**src/rtl/monitor_disp_pkg.sv**
```systemverilog
// Shared types for the monitor display path: digit width, nibble type and digit count.
package monitor_disp_pkg;
  localparam int DIGIT_W = 4;

  typedef logic [DIGIT_W-1:0] nibble_t;

  function automatic int num_digits(input int word_w);
    return word_w / DIGIT_W;
  endfunction
endpackage

```
**src/rtl/button_debouncer.sv**
```systemverilog
// Two-flop synchronizer plus stability counter for an active-low push button.
// press strobes in the cycle the debounced level is about to fall 1->0.
module button_debouncer #(
  parameter int DEBOUNCE_CYCLES = 500000
) (
  input  logic clk,
  input  logic n_reset,
  input  logic n_btn,
  output logic level,
  output logic press
);
  localparam int CNT_W = $clog2(DEBOUNCE_CYCLES);
  localparam logic [CNT_W-1:0] CNT_LAST = CNT_W'(DEBOUNCE_CYCLES - 1);

  logic             sync1_q, sync2_q;
  logic             level_q, level_d;
  logic [CNT_W-1:0] cnt_q, cnt_d;
  logic             settle;

  always_comb begin
    settle  = (sync2_q != level_q) && (cnt_q == CNT_LAST);
    level_d = settle ? sync2_q : level_q;
    if ((sync2_q == level_q) || settle) cnt_d = '0;
    else                                cnt_d = cnt_q + CNT_W'(1);
  end

  always_ff @(posedge clk or negedge n_reset) begin
    if (!n_reset) begin
      sync1_q <= 1'b1;
      sync2_q <= 1'b1;
      level_q <= 1'b1;
      cnt_q   <= '0;
    end else begin
      sync1_q <= n_btn;
      sync2_q <= sync1_q;
      level_q <= level_d;
      cnt_q   <= cnt_d;
    end
  end

  assign level = level_q;
  // settle with level_q high can only mean the synchronized pin is low
  assign press = settle & level_q;
endmodule

```
**src/rtl/hex_page_selector.sv**
```systemverilog
// Picks one monitored word per page and registers it as nibbles for the hex digits.
// Pages advance on a debounced button press or the auto-scroll timer; sw_freeze holds everything.
module hex_page_selector
  import monitor_disp_pkg::*;
#(
  parameter int NUM_WORDS       = 8,
  parameter int WORD_W          = 16,
  parameter int DEBOUNCE_CYCLES = 500000,
  parameter int SCROLL_CYCLES   = 50000000
) (
  input  logic                           clk,
  input  logic                           n_reset,
  input  logic [NUM_WORDS*WORD_W-1:0]    words,
  input  logic                           n_btn_next,
  input  logic                           sw_auto,
  input  logic                           sw_freeze,
  output logic [WORD_W-1:0]              nibbles,
  output logic [$clog2(NUM_WORDS)-1:0]   page,
  output logic                           page_tick
);
  localparam int PAGE_W     = $clog2(NUM_WORDS);
  localparam int SCR_W      = $clog2(SCROLL_CYCLES);
  localparam int NUM_DIGITS = num_digits(WORD_W);
  localparam logic [PAGE_W-1:0] PAGE_LAST = PAGE_W'(NUM_WORDS - 1);
  localparam logic [SCR_W-1:0]  SCR_LAST  = SCR_W'(SCROLL_CYCLES - 1);

  logic press, unused_btn_level;

  button_debouncer #(.DEBOUNCE_CYCLES(DEBOUNCE_CYCLES)) u_btn_next (
    .clk    (clk),
    .n_reset(n_reset),
    .n_btn  (n_btn_next),
    .level  (unused_btn_level),
    .press  (press)
  );

  logic [SCR_W-1:0]  scr_q, scr_d;
  logic [PAGE_W-1:0] page_q, page_d;
  logic              tick_q;
  logic              scroll_ev, advance;
  logic [WORD_W-1:0] sel_word;
  nibble_t [NUM_DIGITS-1:0] nib_q;

  always_comb begin
    scroll_ev = sw_auto & ~sw_freeze & (scr_q == SCR_LAST);
    advance   = (press | scroll_ev) & ~sw_freeze;
    // a manual step restarts the auto-scroll period
    if (!sw_auto)                scr_d = '0;
    else if (sw_freeze)          scr_d = scr_q;
    else if (press || scroll_ev) scr_d = '0;
    else                         scr_d = scr_q + SCR_W'(1);
    page_d = page_q;
    if (advance) page_d = (page_q == PAGE_LAST) ? '0 : page_q + PAGE_W'(1);
  end

  // unreachable page codes fall back to word 0
  always_comb begin
    sel_word = words[WORD_W-1:0];
    for (int k = 1; k < NUM_WORDS; k++)
      if (page_q == PAGE_W'(k)) sel_word = words[k*WORD_W +: WORD_W];
  end

  always_ff @(posedge clk or negedge n_reset) begin
    if (!n_reset) begin
      scr_q  <= '0;
      page_q <= '0;
      tick_q <= 1'b0;
    end else begin
      scr_q  <= scr_d;
      page_q <= page_d;
      tick_q <= advance;
    end
  end

  always_ff @(posedge clk or negedge n_reset) begin
    if (!n_reset) begin
      nib_q <= '0;
    end else if (!sw_freeze) begin
      for (int i = 0; i < NUM_DIGITS; i++)
        nib_q[i] <= sel_word[i*DIGIT_W +: DIGIT_W];
    end
  end

  assign nibbles   = nib_q;
  assign page      = page_q;
  assign page_tick = tick_q;
endmodule

```
**config.mk**
```make
export PLATFORM = sky130hd
export DESIGN_NAME = hex_page_selector
export DESIGN_NICKNAME = d
export VERILOG_FILES = /design/src/rtl/monitor_disp_pkg.sv /design/src/rtl/button_debouncer.sv /design/src/rtl/hex_page_selector.sv
export SDC_FILE = /design/constraint.sdc
export NUM_CORES = 1
export LEC_CHECK = 0
export BUFFER_PORTS_ARGS = -buffer_cell sky130_fd_sc_hd__buf_4
export CAP_MARGIN = 20
export CORE_ASPECT_RATIO = 0.6
export CORE_MARGIN = 4
export CORE_UTILIZATION = 30
export DETAILED_ROUTE_END_ITERATION = 10
export PLACE_DENSITY = 0.56
export SYNTH_ARGS = -nofsm -noshare
export SYNTH_HDL_FRONTEND = slang
export SYNTH_SLANG_ARGS = --single-unit
```
**constraint.sdc**
```tcl
create_clock -name clk -period 2.7 [get_ports clk]
set_input_delay 0 -clock clk [delete_from_list [all_inputs] [get_ports clk]]
set_output_delay 0 -clock clk [all_outputs]
set_load 0.1 [all_outputs]
```
Word-level counts from Yosys, hierarchy flattened
Cells that the tools add are included.
{"block": "totals", "register_bits": 68, "inputBits": 133, "out_inout_bits": 20, "elab_cells": 47}
{"block": "classes", "add_sub_neg": 3, "n_eq_ne": 12, "n_mux": 12, "bitwise_logic": 6, "reduce_logical": 3}
{"cell": "$mux W16", "count": 7}
{"cell": "$mux W26", "count": 3}
{"cell": "$add A26 B1 Y26 const B", "count": 1}
{"cell": "$eq A26 B26 Y1 const B", "count": 1}
{"cell": "$add A19 B1 Y19 const B", "count": 1}
{"cell": "$eq A19 B19 Y1 const B", "count": 1}
{"cell": "$mux W19", "count": 1}
{"cell": "$eq A3 B3 Y1 const B", "count": 4}
{"cell": "$eq A3 B2 Y1 const B", "count": 2}
{"cell": "$and A1 B1 Y1", "count": 4}
{"cell": "$add A3 B1 Y3 const B", "count": 1}
{"cell": "$eq A3 B1 Y1 const B", "count": 1}
{"cell": "$mux W3", "count": 1}
{"cell": "$logic_or A1 B1 Y1", "count": 2}
{"cell": "$ne A2 B2 Y1 const B", "count": 1}
{"cell": "$eq A1 B1 Y1", "count": 1}
{"cell": "$logic_and A1 B1 Y1", "count": 1}
{"cell": "$ne A1 B1 Y1", "count": 1}
{"cell": "$not A1 Y1", "count": 1}
{"cell": "$or A1 B1 Y1", "count": 1}

Logic depth before layout (Yosys ltp)
{"block": "depth", "depth_word": 8, "ltp_mapped": 10, "depth_no_buf": 7}

Cells and area by module
Synthesis repeated with hierarchy kept, for this count alone.
{"block": "hier_totals", "hier_cells": 515, "hier_area_um2": 4485.6}
{"mod": "hex_page_selector", "instances": 1, "cells_per_inst": 411, "area_each_um2": 3383.2}
{"mod": "button_debouncer", "instances": 1, "cells_per_inst": 104, "area_each_um2": 1102.3}

Least setup slack after synthesis
Ideal clock, no wire load.
{"block": "synth_timing", "path_kind": "register -> register", "start": "register page_q[0], in the netlist page[0]", "end": "register nib_q (netlist bit nibbles[14])", "setup_time_ns": 0.126, "arrival_ns": 2.768, "required_ns": 2.574, "path_slack_ns": -0.194, "path_stages_with_launch": 11, "period_less_slack_ns": 2.894, "cell_sequence": "dfrtp_1 ha_1 ha_1 clkbuf_1 inv_2 and3_1 clkbuf_1 clkbuf_1 a22oi_1 nor2_1 a221o_1"}
{"block": "synth_via", "elab_chain_cells": 8, "word_cells_on_any_way": 14}
{"element": "start: declaration", "line_no": "hex_page_selector.sv:38", "text": "logic [PAGE_W-1:0] page_q, page_d;"}
{"element": "start signal: assignment", "line_no": "hex_page_selector.sv:70", "text": "page_q <= page_d;"}
{"element": "$eq A3 B1 Y1", "line_no": "hex_page_selector.sv:60", "text": "if (page_q == PAGE_W'(k)) sel_word = words[k*WORD_W +: WORD_W];"}
{"element": "$mux W16 (6 in series)", "line_no": "hex_page_selector.sv:60"}
{"element": "$mux W16 *", "line_no": "hex_page_selector.sv:60"}
{"element": "end signal: indexed assignment", "line_no": "hex_page_selector.sv:80", "text": "nib_q[i] <= sel_word[i*DIGIT_W +: DIGIT_W];"}
{"element": "end: declaration", "line_no": "hex_page_selector.sv:42", "text": "nibble_t [NUM_DIGITS-1:0] nib_q;"}
Every way passes the cells marked *; elsewhere a longest branch is shown, timed or not.
A chain may end at the register's enable or synchronous reset.

Final worst setup path
{"block": "layout_timing", "start": "register u_btn_next.cnt_q[12]", "end": "register scr_q[25]"}
{"block": "layout_via", "elab_chain_cells": 7}
{"element": "start: declaration", "line_no": "button_debouncer.sv:17", "text": "logic [CNT_W-1:0] cnt_q, cnt_d;"}
{"element": "start signal: assignment", "line_no": "button_debouncer.sv:37", "text": "cnt_q <= cnt_d;"}
{"element": "$eq A19 B19 Y1", "line_no": "button_debouncer.sv:21", "text": "settle = (sync2_q != level_q) && (cnt_q == CNT_LAST);"}
{"element": "$logic_and A1 B1 Y1", "line_no": "button_debouncer.sv:21"}
{"element": "$and A1 B1 Y1", "line_no": "button_debouncer.sv:43", "text": "assign press = settle & level_q;"}
{"element": "$logic_or A1 B1 Y1", "line_no": "hex_page_selector.sv:50", "text": "else if (press || scroll_ev) scr_d = '0;"}
{"element": "$mux W26", "line_no": "hex_page_selector.sv:50"}
{"element": "$mux W26", "line_no": "hex_page_selector.sv:49", "text": "else if (sw_freeze) scr_d = scr_q;"}
{"element": "$mux W26", "line_no": "hex_page_selector.sv:48", "text": "if (!sw_auto) scr_d = '0;"}
{"element": "end signal: assignment", "line_no": "hex_page_selector.sv:69", "text": "scr_q <= scr_d;"}
{"element": "end: declaration", "line_no": "hex_page_selector.sv:37", "text": "logic [SCR_W-1:0] scr_q, scr_d;"}
Every way passes these cells. The select of a mux whose other input is x is not followed.

==> flow_metrics.tcl <==
set metrics [dict create \
    vias_per_cell 5.60 \
    maxCapViolCount 0 \
    reg2reg_setup_slack_ns 0.20 \
    layout.nets 839 \
    critical_path.reg2reg.endpoint "scr_q[25]" \
    setup.worst_path.start_class "flip-flop" \
    post_synth_edffs 0 \
    net_count_after_synthesis 698 \
    synth_seq_area_share_pct 36.8 \
    hold_depth 4 \
    postRouteWirelength_um 16400 \
    timing.final.crit_period_ns 2.50 \
    grt_overflow_total 0 \
    final_design_area_no_fill_um2 6300 \
    report.final.slew_viol_count 0 \
    fp.dieW_um 168 \
    largest_incremental_delay_on_the_critical_path_ns 0.55 \
    netlist_top_cells_count "66 x nor2_1, 65 x dfrtp_1, 42 x nand2_1, 38 x clkbuf_1, 37 x a21oi_1" \
    critical-path-slowest-cell "or4_1" \
    rsz_0062_raised_after_global_routing "false" \
    drt_iter0_markers 451 \
    routedWlPerCell_um 18.2 \
    synth.top_cell.area_share_pct 35.1 \
    min_from "words[97]" \
    fraction_of_final_layout_cells_with_drive_strength_greater_than_1_pct 28.4 \
    synth.top_cells.by_area "dfrtp_1 35%, nor2_1 5.3%, a21oi_1 4.0%" \
    synth_most_common_cell "nor2_1" \
    die_height_um 104 \
    worst_clock_skew_ns 0.00737 \
    routabilityCongestion 0.887 \
    syn2layout_area_growth_pct 36.0 \
    max-slew-margin-rel_pct 33.0 \
    post_cts.repair.setup_buffers 0 \
    layout.core_utilization_pct 42.6 \
    max-clock-path-buffers 2 \
    placement_setup_slack_ns -0.310 \
    drtAntennaViolNets 0 \
    detail_route.drc_violations 0 \
    grt.total_usage_pct 18.2 \
    dr_total_vias 5045 \
    floorplan.initialDensity_pct 31.3 \
    hp-class "in -> reg" \
    crit-reg2reg-launch "u_btn_next.cnt_q[12]" \
    timing.critical_path.cells "or4_1 -> nor4b_1 -> a2bb2oi_4 -> and2_1 -> a221o_1" \
    fin_setup_tns_ns 0 \
    clock_insertion_delay_worst_skew_ns 0.34 \
    postSynthCellCount 557 \
    synthArstFlopShare_pct 100 \
    sinks_on_the_clock_net 68 \
    arrival_ns 2.72 \
    io_buffers 152 \
    vias_in_the_first_global_route 4988 \
    setup.worst_path.class "reg -> reg" \
    timing.fmax_mhz 400 \
    clock-root-buffer "clkbuf_16" \
    floorplan.die_area_um2 17600 \
    cts-buffers-inserted 9 \
    ys_types 59 \
    core_region_area_um2 14800 \
    fin_crit_sh_pct 92.6 \
    grt_first_pass_wirelength_um 26200 \
    power_per_cell_area_nw_per_um2 426 \
    grt_antenna_before_repair 0 \
    rows 34 \
    setup_violations_final 0 \
    clk_transition_reported_paths_ns 0.06 \
    worst_ir_drop_vdd_mv 0.267 \
    yosys_warnings 0 \
    run_status "finished, final reports clean" \
    yosys_register_bits 68 \
    grt_start_max_net_pins 69 \
    n_fill_cell 1473 \
    reg2regPathDepth 5 \
    cts_tree "yes" \
    min_delay_worst_endpoint "nibbles[1]" \
    final-seq-area_um2 1710 \
    first_pass_iters 4 \
    cp-end-kind "flip-flop" \
    critPathRequiredTime_ns 2.92 \
    crit_fanout 20 \
    multiInputGateArea_um2 2670 \
    placed_area_um2 5970 \
    final.setup.worst_slack_ns 0.199 \
    post_synth_instance_area_um2 4630 \
    synthFlopType "dfrtp_1" \
    insertedDiodeCount 0 \
    io_pins 153 \
    cell_type_with_the_largest_total_area_after_synthesis "dfrtp_1" \
    ctsHtreeMaxLevel 3 \
    hold_viol_final 0 \
    leakage_power_figure_nw 2.75 \
    worst-slew-pin-transition_ns 1.00 \
    dp.final_hpwl_um 12400 \
    syn-mean-instance-area_um2 8.32 \
]
logic make-up after synthesis:
group / count (synthesis) / synth area share, %
AO/OA/AOI/OAI: 162 / 25.6
XOR/XNOR: 17 / 3.21
adder cells (fa/ha/maj): 8 / 2.16
buffers and inverters: 70 / 5.94
flip-flops: 68 / 36.8
multiplexers: 5 / 1.11
AND/OR/NAND/NOR: 227 / 25.1
registers in the layout, indices dropped and copies added, names as in the netlist:
name                count
u_btn_next.cnt_q       19
u_btn_next.sync2_q      1
u_btn_next.sync1_q      1
u_btn_next.level        1
page                    3
scr_q                  26
page_tick               1
nibbles                16
cell usage in the layout, fill, tap and decap left out, types with 5 or more instances in the layout:
master       n
buf_4      167
a221o_1     17
nand4_1     25
a21oi_1     37
o21ai_0      7
nor2_1      66
a22oi_1     20
nand2_1     41
ha_1         8
a31oi_1      9
and3_1      13
and4_1       5
xnor2_1     13
nor3_1      19
inv_1       28
nand3_1     23
dfrtp_1     62
o221ai_1    17
clkbuf_16    9
o22a_1      16
o311ai_0     6
o22ai_1     16
or4_1        5
worst max path at each step:
stage                     depth (start not counted)  slack, ns                  from     endpoint
after floorplan                                  10       0.13               page[0]  nibbles[14]
after global placement                            6      -0.15              scr_q[0]    scr_q[11]
after detailed placement                          6      -0.31              scr_q[0]     scr_q[7]
after CTS                                         5      0.007  u_btn_next.cnt_q[12]     scr_q[7]
after global routing                              5       0.03  u_btn_next.cnt_q[12]    scr_q[25]
final                                             5       0.20  u_btn_next.cnt_q[12]    scr_q[25]
repair_timing:
action	in CTS	in global routing
resized for setup	1	1
endpoints found under the setup margin	15	15
hold endpoints to repair	67	0
hold buffers	3	0
critical path, delay by kind of cell (launching register included):
kind               cells  cell delay [ns]
and+or+nand+nor        3             1.34
AOI/OAI and AO/OA      2             0.61
DFF                    1             0.43
final cells by class:
type                    instances  area share (%)
clock inverters                 2           0.159
inverters                      29            1.73
clock buffers                  14            4.19
flip-flops and latches         68            27.1
repair buffers                171            20.6
multi-input cells             419            42.3
well taps                     198            3.93
per-stage QoR:
step	total power [W]	cells	hold WS, ns
detailed placement	0.00160	881	0.115
global placement	0.00160	881	0.119
finish	0.00268	901	0.0129
global route	0.00280	901	0.0232
floorplan	0.00135	557	-0.296
CTS	0.00272	900	0.00462
metal layers:
layer | vias up | wire, um | track usage (%) | part of all wire (%)
met2 | 243 | 6670 | 25.4 | 41
met3 | 13 | 1500 | 5.32 | 9.1
met5 | - | 0 | 0 | 0
li1 | 2396 | - | - | -
met1 | 2393 | 8100 | 27.8 | 49
met4 | 0 | 148 | 3.59 | 0.90
power by group:
group	internal, W	switching [W]	total, W	leakage (nW)
sequential	0.00105	0.0000225	0.00107	0.902
combinational	0.000209	0.000306	0.000515	1.71
clock	0.000669	0.000426	0.00110	0.137
total	0.00193	0.000755	0.00268	2.75
Note: power is estimated with default switching activity, not from simulation.
